$ cat src/rtl/cpu_run_ctrl_pkg.sv
// Shared definitions for the mips run controller: FSM encoding and halt-reason codes.
package cpu_run_ctrl_pkg;

  typedef enum logic [2:0] {
    IDLE = 3'd0,
    RSEQ = 3'd1,
    RUN  = 3'd2,
    DONE = 3'd3,
    TOUT = 3'd4
  } run_state_t;

  typedef enum logic [1:0] {
    HR_NONE    = 2'd0,
    HR_HALT    = 2'd1,
    HR_TIMEOUT = 2'd2
  } halt_reason_t;

  function automatic halt_reason_t halt_reason(input logic done, input logic timeout);
    halt_reason_t r;
    r = HR_NONE;
    if (done)
      r = HR_HALT;
    else if (timeout)
      r = HR_TIMEOUT;
    return r;
  endfunction

endpackage

$ cat src/rtl/cpu_run_ctrl_halt_detector.sv
// Self-loop halt detection: flags the commit that makes the same PC retire STALL_LIMIT times in a row.
module halt_detector
  import cpu_run_ctrl_pkg::*;
#(
  parameter int PC_W        = 32,
  parameter int STALL_LIMIT = 4
) (
  input  logic            clk,
  input  logic            reset,
  input  logic            clr,
  input  logic            en,
  input  logic            commit_valid,
  input  logic [PC_W-1:0] commit_pc,
  output logic            halt
);

  localparam int REP_W = $clog2(STALL_LIMIT + 1);
  localparam logic [REP_W-1:0] REP_LIM = REP_W'(STALL_LIMIT);

  logic [PC_W-1:0]  last_pc;
  logic [REP_W-1:0] rep;
  logic [REP_W-1:0] rep_nxt;
  logic             hit;

  // rep == 0 marks "no commit yet this run", so the first commit always starts a fresh streak
  always_comb begin
    hit     = (rep != '0) && (commit_pc == last_pc);
    rep_nxt = REP_W'(1);
    if (hit)
      rep_nxt = (rep == REP_LIM) ? rep : rep + REP_W'(1);
    halt = en && commit_valid && (rep_nxt == REP_LIM);
  end

  always_ff @(posedge clk or negedge reset) begin
    if (!reset) begin
      last_pc <= '0;
      rep     <= '0;
    end else if (clr) begin
      last_pc <= '0;
      rep     <= '0;
    end else if (en && commit_valid) begin
      last_pc <= commit_pc;
      rep     <= rep_nxt;
    end
  end

endmodule

$ cat src/rtl/cpu_run_ctrl.sv
// Run controller for the pipelined mips core: sequenced core reset, cycle/commit counters,
// halt and cycle-budget timeout detection with registered status outputs.
module cpu_run_ctrl
  import cpu_run_ctrl_pkg::*;
#(
  parameter int PC_W        = 32,
  parameter int CNT_W       = 32,
  parameter int RST_CYCLES  = 1,
  parameter int STALL_LIMIT = 4,
  parameter int MAX_CYCLES  = 100000
) (
  input  logic             clk,
  input  logic             reset,
  input  logic             start,
  input  logic             clear,
  input  logic             commit_valid,
  input  logic [PC_W-1:0]  commit_pc,
  output logic             core_reset,
  output logic             running,
  output logic             done,
  output logic             timeout,
  output logic [CNT_W-1:0] cycle_count,
  output logic [CNT_W-1:0] commit_count
);

  localparam int RC_W = $clog2(RST_CYCLES + 1);
  localparam logic [RC_W-1:0]  RC_LOAD = RC_W'(RST_CYCLES - 1);
  localparam logic [CNT_W-1:0] CYC_MAX = CNT_W'(MAX_CYCLES);

  run_state_t       state_q, state_n;
  logic [RC_W-1:0]  rcnt_q, rcnt_n;
  logic [CNT_W-1:0] cyc_n, cmt_n;
  logic             halt;

  halt_detector #(
    .PC_W        (PC_W),
    .STALL_LIMIT (STALL_LIMIT)
  ) u_halt (
    .clk          (clk),
    .reset        (reset),
    .clr          (clear),
    .en           (state_q == RUN),
    .commit_valid (commit_valid),
    .commit_pc    (commit_pc),
    .halt         (halt)
  );

  always_comb begin
    state_n = state_q;
    rcnt_n  = rcnt_q;
    cyc_n   = cycle_count;
    cmt_n   = commit_count;
    if (clear) begin
      state_n = IDLE;
      rcnt_n  = '0;
      cyc_n   = '0;
      cmt_n   = '0;
    end else begin
      case (state_q)
        IDLE: begin
          if (start) begin
            state_n = RSEQ;
            rcnt_n  = RC_LOAD;
          end
        end
        RSEQ: begin
          if (rcnt_q == '0)
            state_n = RUN;
          else
            rcnt_n = rcnt_q - RC_W'(1);
        end
        RUN: begin
          cyc_n = cycle_count + CNT_W'(1);
          if (commit_valid)
            cmt_n = commit_count + CNT_W'(1);
          // halt takes priority when both end conditions land on the same edge
          if (halt)
            state_n = DONE;
          else if (cyc_n == CYC_MAX)
            state_n = TOUT;
        end
        DONE, TOUT: state_n = state_q;
        default:    state_n = IDLE;
      endcase
    end
  end

  // Status outputs are decoded from the next state so they change on the same edge as the FSM
  always_ff @(posedge clk or negedge reset) begin
    if (!reset) begin
      state_q      <= IDLE;
      rcnt_q       <= '0;
      cycle_count  <= '0;
      commit_count <= '0;
      core_reset   <= 1'b1;
      running      <= 1'b0;
      done         <= 1'b0;
      timeout      <= 1'b0;
    end else begin
      state_q      <= state_n;
      rcnt_q       <= rcnt_n;
      cycle_count  <= cyc_n;
      commit_count <= cmt_n;
      core_reset   <= (state_n == IDLE) || (state_n == RSEQ);
      running      <= (state_n == RUN);
      done         <= (state_n == DONE);
      timeout      <= (state_n == TOUT);
    end
  end

endmodule

$ cat config.mk
export PLATFORM = sky130hd
export DESIGN_NAME = cpu_run_ctrl
export DESIGN_NICKNAME = d
export VERILOG_FILES = /design/src/rtl/cpu_run_ctrl_pkg.sv /design/src/rtl/cpu_run_ctrl_halt_detector.sv /design/src/rtl/cpu_run_ctrl.sv
export SDC_FILE = /design/constraint.sdc
export NUM_CORES = 1
export LEC_CHECK = 0
export CORE_MARGIN = 2
export CORE_UTILIZATION = 50
export DETAILED_ROUTE_END_ITERATION = 6
export DONT_BUFFER_PORTS = 1
export MAX_ROUTING_LAYER = met4
export PLACE_DENSITY = 0.69
export SLEW_MARGIN = 20
export SYNTH_ARGS = -nofsm -noshare
export SYNTH_HDL_FRONTEND = slang
export SYNTH_SLANG_ARGS = --single-unit
$ cat constraint.sdc
create_clock -name clk -period 4.6 [get_ports clk]
set_input_delay 0.69 -clock clk [delete_from_list [all_inputs] [get_ports clk]]
set_output_delay 0.69 -clock clk [all_outputs]
set_load 0.05 [all_outputs]
[Word level (Yosys, flattened, before mapping)]
Cells that the tools add are included.
Storage, ports and cells
  register bits after elaboration: 107
  input bits: 37
  output and inout port bits: 68
  logic and storage cells: 62
Operators by class
  add/subtract/negate cells: 4
  eq/ne operators: 13
  mux-type cells: 21
  reduce and logical (&&, ||, !) cells: 14
Operator list (number)
  $mux 32: 7
  $add 32x1->32 const B: 2
  $eq 32x17->1 const B: 1
  $eq 32x32->1: 1
  $mux 3: 9
  $eq 3x2->1 const B: 4
  $eq 3x3->1 const B: 4
  $pmux 3 s4: 1
  $eq 3x1->1 const B: 2
  $logic_not 3->1: 2
  $reduce_bool 2->1: 3
  $reduce_bool 3->1: 2
  $reduce_and 2->1: 2
  $add 3x1->3 const B: 1
  $logic_and 1x1->1: 3
  $mux 1: 3
  $ne 3x3->1 const B: 1
  $pmux 1 s2: 1
  $reduce_or 2->1: 1
  $logic_or 1x1->1: 1
  $sub 1x1->1 const B: 1

[Depth between registers and ports, before layout]
  depth after elaboration: 10
  mapped depth: 9
  depth with buffers taken out: 9

[By module]
Synthesis repeated with hierarchy kept, for this count alone.
Unflattened totals
  cells, all modules: 638
  area total of the unflattened synthesis: 5780.5 um^2
By module, submodules not included
  cpu_run_ctrl: instances 1, cells an instance 429, area each 3958.8 um^2, seq. area each 1778.0 um^2
  halt_detector: instances 1, cells an instance 209, area each 1821.7 um^2, seq. area each 875.8 um^2

[Worst setup path before layout]
No wires, ideal clock.
  path kind: register to register
  from: register cycle_count[8]
  to: register state_q[2]
  setup time: 0.066 ns
  arrival time: 2.613 ns
  data required time: 4.534 ns
  setup slack: 1.921 ns
  cell stages (with the launch flop): 9
  buffers on the path: 1
  clock period less this slack: 2.679 ns
  cells stage by stage: dfrtp_1 clkbuf_8 nand4_4 nor4_4 and2_4 a31oi_1 or4_4 a2111oi_4 a31o_1
On the way
  word-level cells in the longest chain between the ends: 6
Ends and longest elaborated chain
  start, declared: RTL line cpu_run_ctrl.sv:22  | output logic [CNT_W-1:0] cycle_count,
  start signal, assigned: RTL line cpu_run_ctrl.sv:102  | cycle_count <= cyc_n;
  $add 32x1->32: RTL line cpu_run_ctrl.sv:73  | cyc_n = cycle_count + CNT_W'(1);
  $eq 32x17->1: RTL line cpu_run_ctrl.sv:79  | else if (cyc_n == CYC_MAX)
  $mux 3: RTL line cpu_run_ctrl.sv:79
  $mux 3: RTL line cpu_run_ctrl.sv:77  | if (halt)
  $pmux 3 s4: RTL line cpu_run_ctrl.sv:59  | case (state_q)
  $mux 3: RTL line cpu_run_ctrl.sv:53  | if (clear) begin
  named net state_n[2]: RTL line cpu_run_ctrl.sv:30  | run_state_t state_q, state_n;
  end signal, assigned: RTL line cpu_run_ctrl.sv:100  | state_q <= state_n;
  end, declared: RTL line cpu_run_ctrl.sv:30
The timed path passes the listed nets, and every way through them passes these cells.
A chain may end at the register's enable or synchronous reset.

[Worst setup path after layout]
Same ends and word-level chain as after synthesis.

==> flow_metrics.tcl <==
set metrics [dict create \
    numCtsBuffers 9 \
    cts.sinks 106 \
    worst_slack_ps 1580 \
    yosys.area_share.simple 0.268 \
    slew_violations 0 \
    drive_gt1_frac 0.0498 \
    grt_pass1_wl_um 22200 \
    cts_tree "built" \
    setup_tns_ps 0 \
    slew_headroom 0.474 \
    antenna_found_initial 0 \
    skew_ps 6.23 \
    routedWlPerCell_um 16.8 \
    synth.distinct_cells 58 \
    grt_pass1_vias 4457 \
    irDropWorstVdd_mv 0.266 \
    hold_path.class "in2async" \
    yosysTopAreaCell "dfrtp_1" \
    dp_hpwl_um 8980 \
    crit_path_end_kind "flop" \
    path_cells "nand4_4, nor4_4, and2_4, a31oi_1, or4_4, a2111oi_4, a31o_1" \
    syn2layout_area_growth_pct 5.24 \
    io_pins 105 \
    finalCritPeriodShare 0.657 \
    post-place-ws_ps 1580 \
    clk_latency_ps 350 \
    first_iter_violations 379 \
    synth_area_leaders "dfrtp_1 45%, xor2_1 11%, nand2_1 7.5%" \
    cp_max_fo 9 \
    ys_ff_latch 106 \
    synthAdderAreaFrac 0.00851 \
    crit_required_ps 4890 \
    synth_commonest_cells "117 x nand2_1, 105 x dfrtp_1, 77 x nor2_1, 71 x xor2_1, 49 x a21oi_1" \
    wirelength_um 13200 \
    path_clk_slew_ps 70 \
    syn_area_per_cell_um2 8.95 \
    overflow 0 \
    coreArea_um2 11500 \
    slowest_delay_ps 840 \
    worst_pin_slew_ps 789 \
    critical_path_class "reg2reg" \
    worst_ep_arrival_time_ps 3320 \
    synth_area_um2 5880 \
    gp_congestion 0.949 \
    cts_root_buf "clkbuf_16" \
    power_density_nw_per_um2 296 \
    post_cts_buffers 0 \
    fmax_ghz 0.331 \
    grt_max_degree 108 \
    synth_xor_area_frac 0.139 \
    place.port_buffers 0 \
    holdBufCountCts 0 \
    hold_violations 0 \
    yosysWarnings 0 \
    netlist.area_leader.share 0.447 \
    start_kind "flop" \
    rsz0062_at_grt "false" \
    drc_errors 0 \
    min_period_ps 3020 \
    synth_edf_count 0 \
    clockBufferDepth 2 \
    start_util 0.513 \
    synth-seq-area-share 0.451 \
    outcome "finished clean" \
    syn-instance-count 657 \
    synth_compound_area_frac 0.0849 \
    layout.nets 678 \
    grt.total_usage 0.224 \
    synth_mux_area_frac 0.0104 \
    reg2reg_depth 7 \
    first_pass_iters 5 \
    async_flop_share 1.00 \
    post_cts_resize_count 0 \
    vias 4565 \
    rows 39 \
    htree_num_levels 3 \
    cap_viol_max_count 0 \
    synth_top_family_by_area "simple AND/OR/NAND/NOR gates" \
    antenna_left 0 \
    synthesis.nets 698 \
    leakagePower_nw 2.64 \
    die-width_um 112 \
    antenna_cells 0 \
    synthFlopType "dfrtp_1" \
    viasPerCell 5.82 \
    critPathSlowestCell "dfrtp_1" \
    synth_most_common_cell "nand2_1" \
    fp.dieH_um 112 \
    final-setup-viol-count 0 \
    die-area_um2 12600 \
]
worst max-delay path, delay by kind of cell (launching register included):
kind,cells,cell delay (ps)
compound gates,3,590
flops,1,840
simple gates,4,1530
final timing paths:
path	start	to	slack, ps
worst max-delay path	cycle_count[8]	state_q[2]	1580
worst min-delay path	reset	cycle_count[15]	30
worst max register to register	cycle_count[8]	state_q[2]	1580
worst min register to register	u_halt.last_pc[20]	u_halt.last_pc[20]	530
max in group asynchronous	reset	core_reset	4320
min in group clk	clear	u_halt.last_pc[28]	400
per-layer routing:
metal / global-route usage / vias to the layer above / share of wire
met3: 0.0589 / 20 / 0.068
met1: 0.287 / 2213 / 0.44
met5: - / - / 0
met2: 0.347 / 146 / 0.47
li1: - / 2186 / -
met4: 0.0780 / 0 / 0.019
state kept, by name (all words and copies together), names as in the netlist:
name / cells
commit_count: 32
core_reset: 1
cycle_count: 32
done: 1
running: 1
state_q: 3
timeout: 1
u_halt.last_pc: 32
u_halt.rep: 3
cells by family (layout without fill, tap and decap cells):
family | after synthesis | count (layout)
AND/OR/NAND/NOR | 324 | 324
multiplexers | 6 | 6
flip-flops | 106 | 106
XOR/XNOR | 93 | 93
buffers and inverters | 39 | 24
adder cells (fa/ha/maj) | 4 | 4
AO/OA/AOI/OAI | 85 | 85
stage by stage:
| step | cells | hold WS (ps) | util | total power (W) | instance area (um^2) |
|---|---|---|---|---|---|
| finish | 785 | 27.4 | 0.539 | 0.00183 | 6190 |
| global placement | 769 | 397 | 0.513 | 0.00106 | 5890 |
| CTS | 785 | 14.1 | 0.539 | 0.00185 | 6190 |
| global route | 785 | 10.6 | 0.539 | 0.00189 | 6190 |
| detailed placement | 769 | 397 | 0.513 | 0.00107 | 5890 |
| floorplan | 657 | 394 | - | 0.00106 | 5880 |
report_power, final:
group	internal (W)	leakage, nW	total (W)	switching (W)
logic	0.0000312	1.03	0.0000708	0.0000396
clock network	0.000439	0.143	0.000782	0.000343
registers	0.000947	1.47	0.000976	0.0000289
total	0.00142	2.64	0.00183	0.000411
area by class of cell:
cell class / instances / area, um^2
Tap cell: 143 / 179
Sequential cell: 106 / 2650
Timing Repair Buffer: 2 / 15.0
Fill cell: 1025 / 5280
Clock buffer: 12 / 246
Clock inverter: 4 / 51.3
Inverter: 6 / 22.5
Multi-Input combinational cell: 512 / 3020
cells in the final DEF (no fill, tap or decap), types with 3 or more instances in the layout:
master / count
a211oi_1: 4
a21oi_1: 49
a31oi_1: 4
and3_1: 15
and4_1: 3
clkbuf_16: 9
dfrtp_1: 105
ha_1: 4
inv_1: 6
mux2i_1: 5
nand2_1: 117
nand3_1: 36
nand4_1: 20
nor2_1: 77
nor3_1: 13
nor4_1: 11
o21ai_0: 15
or3_1: 7
xnor2_1: 22
xor2_1: 71
(Power assumes the default switching activity.)
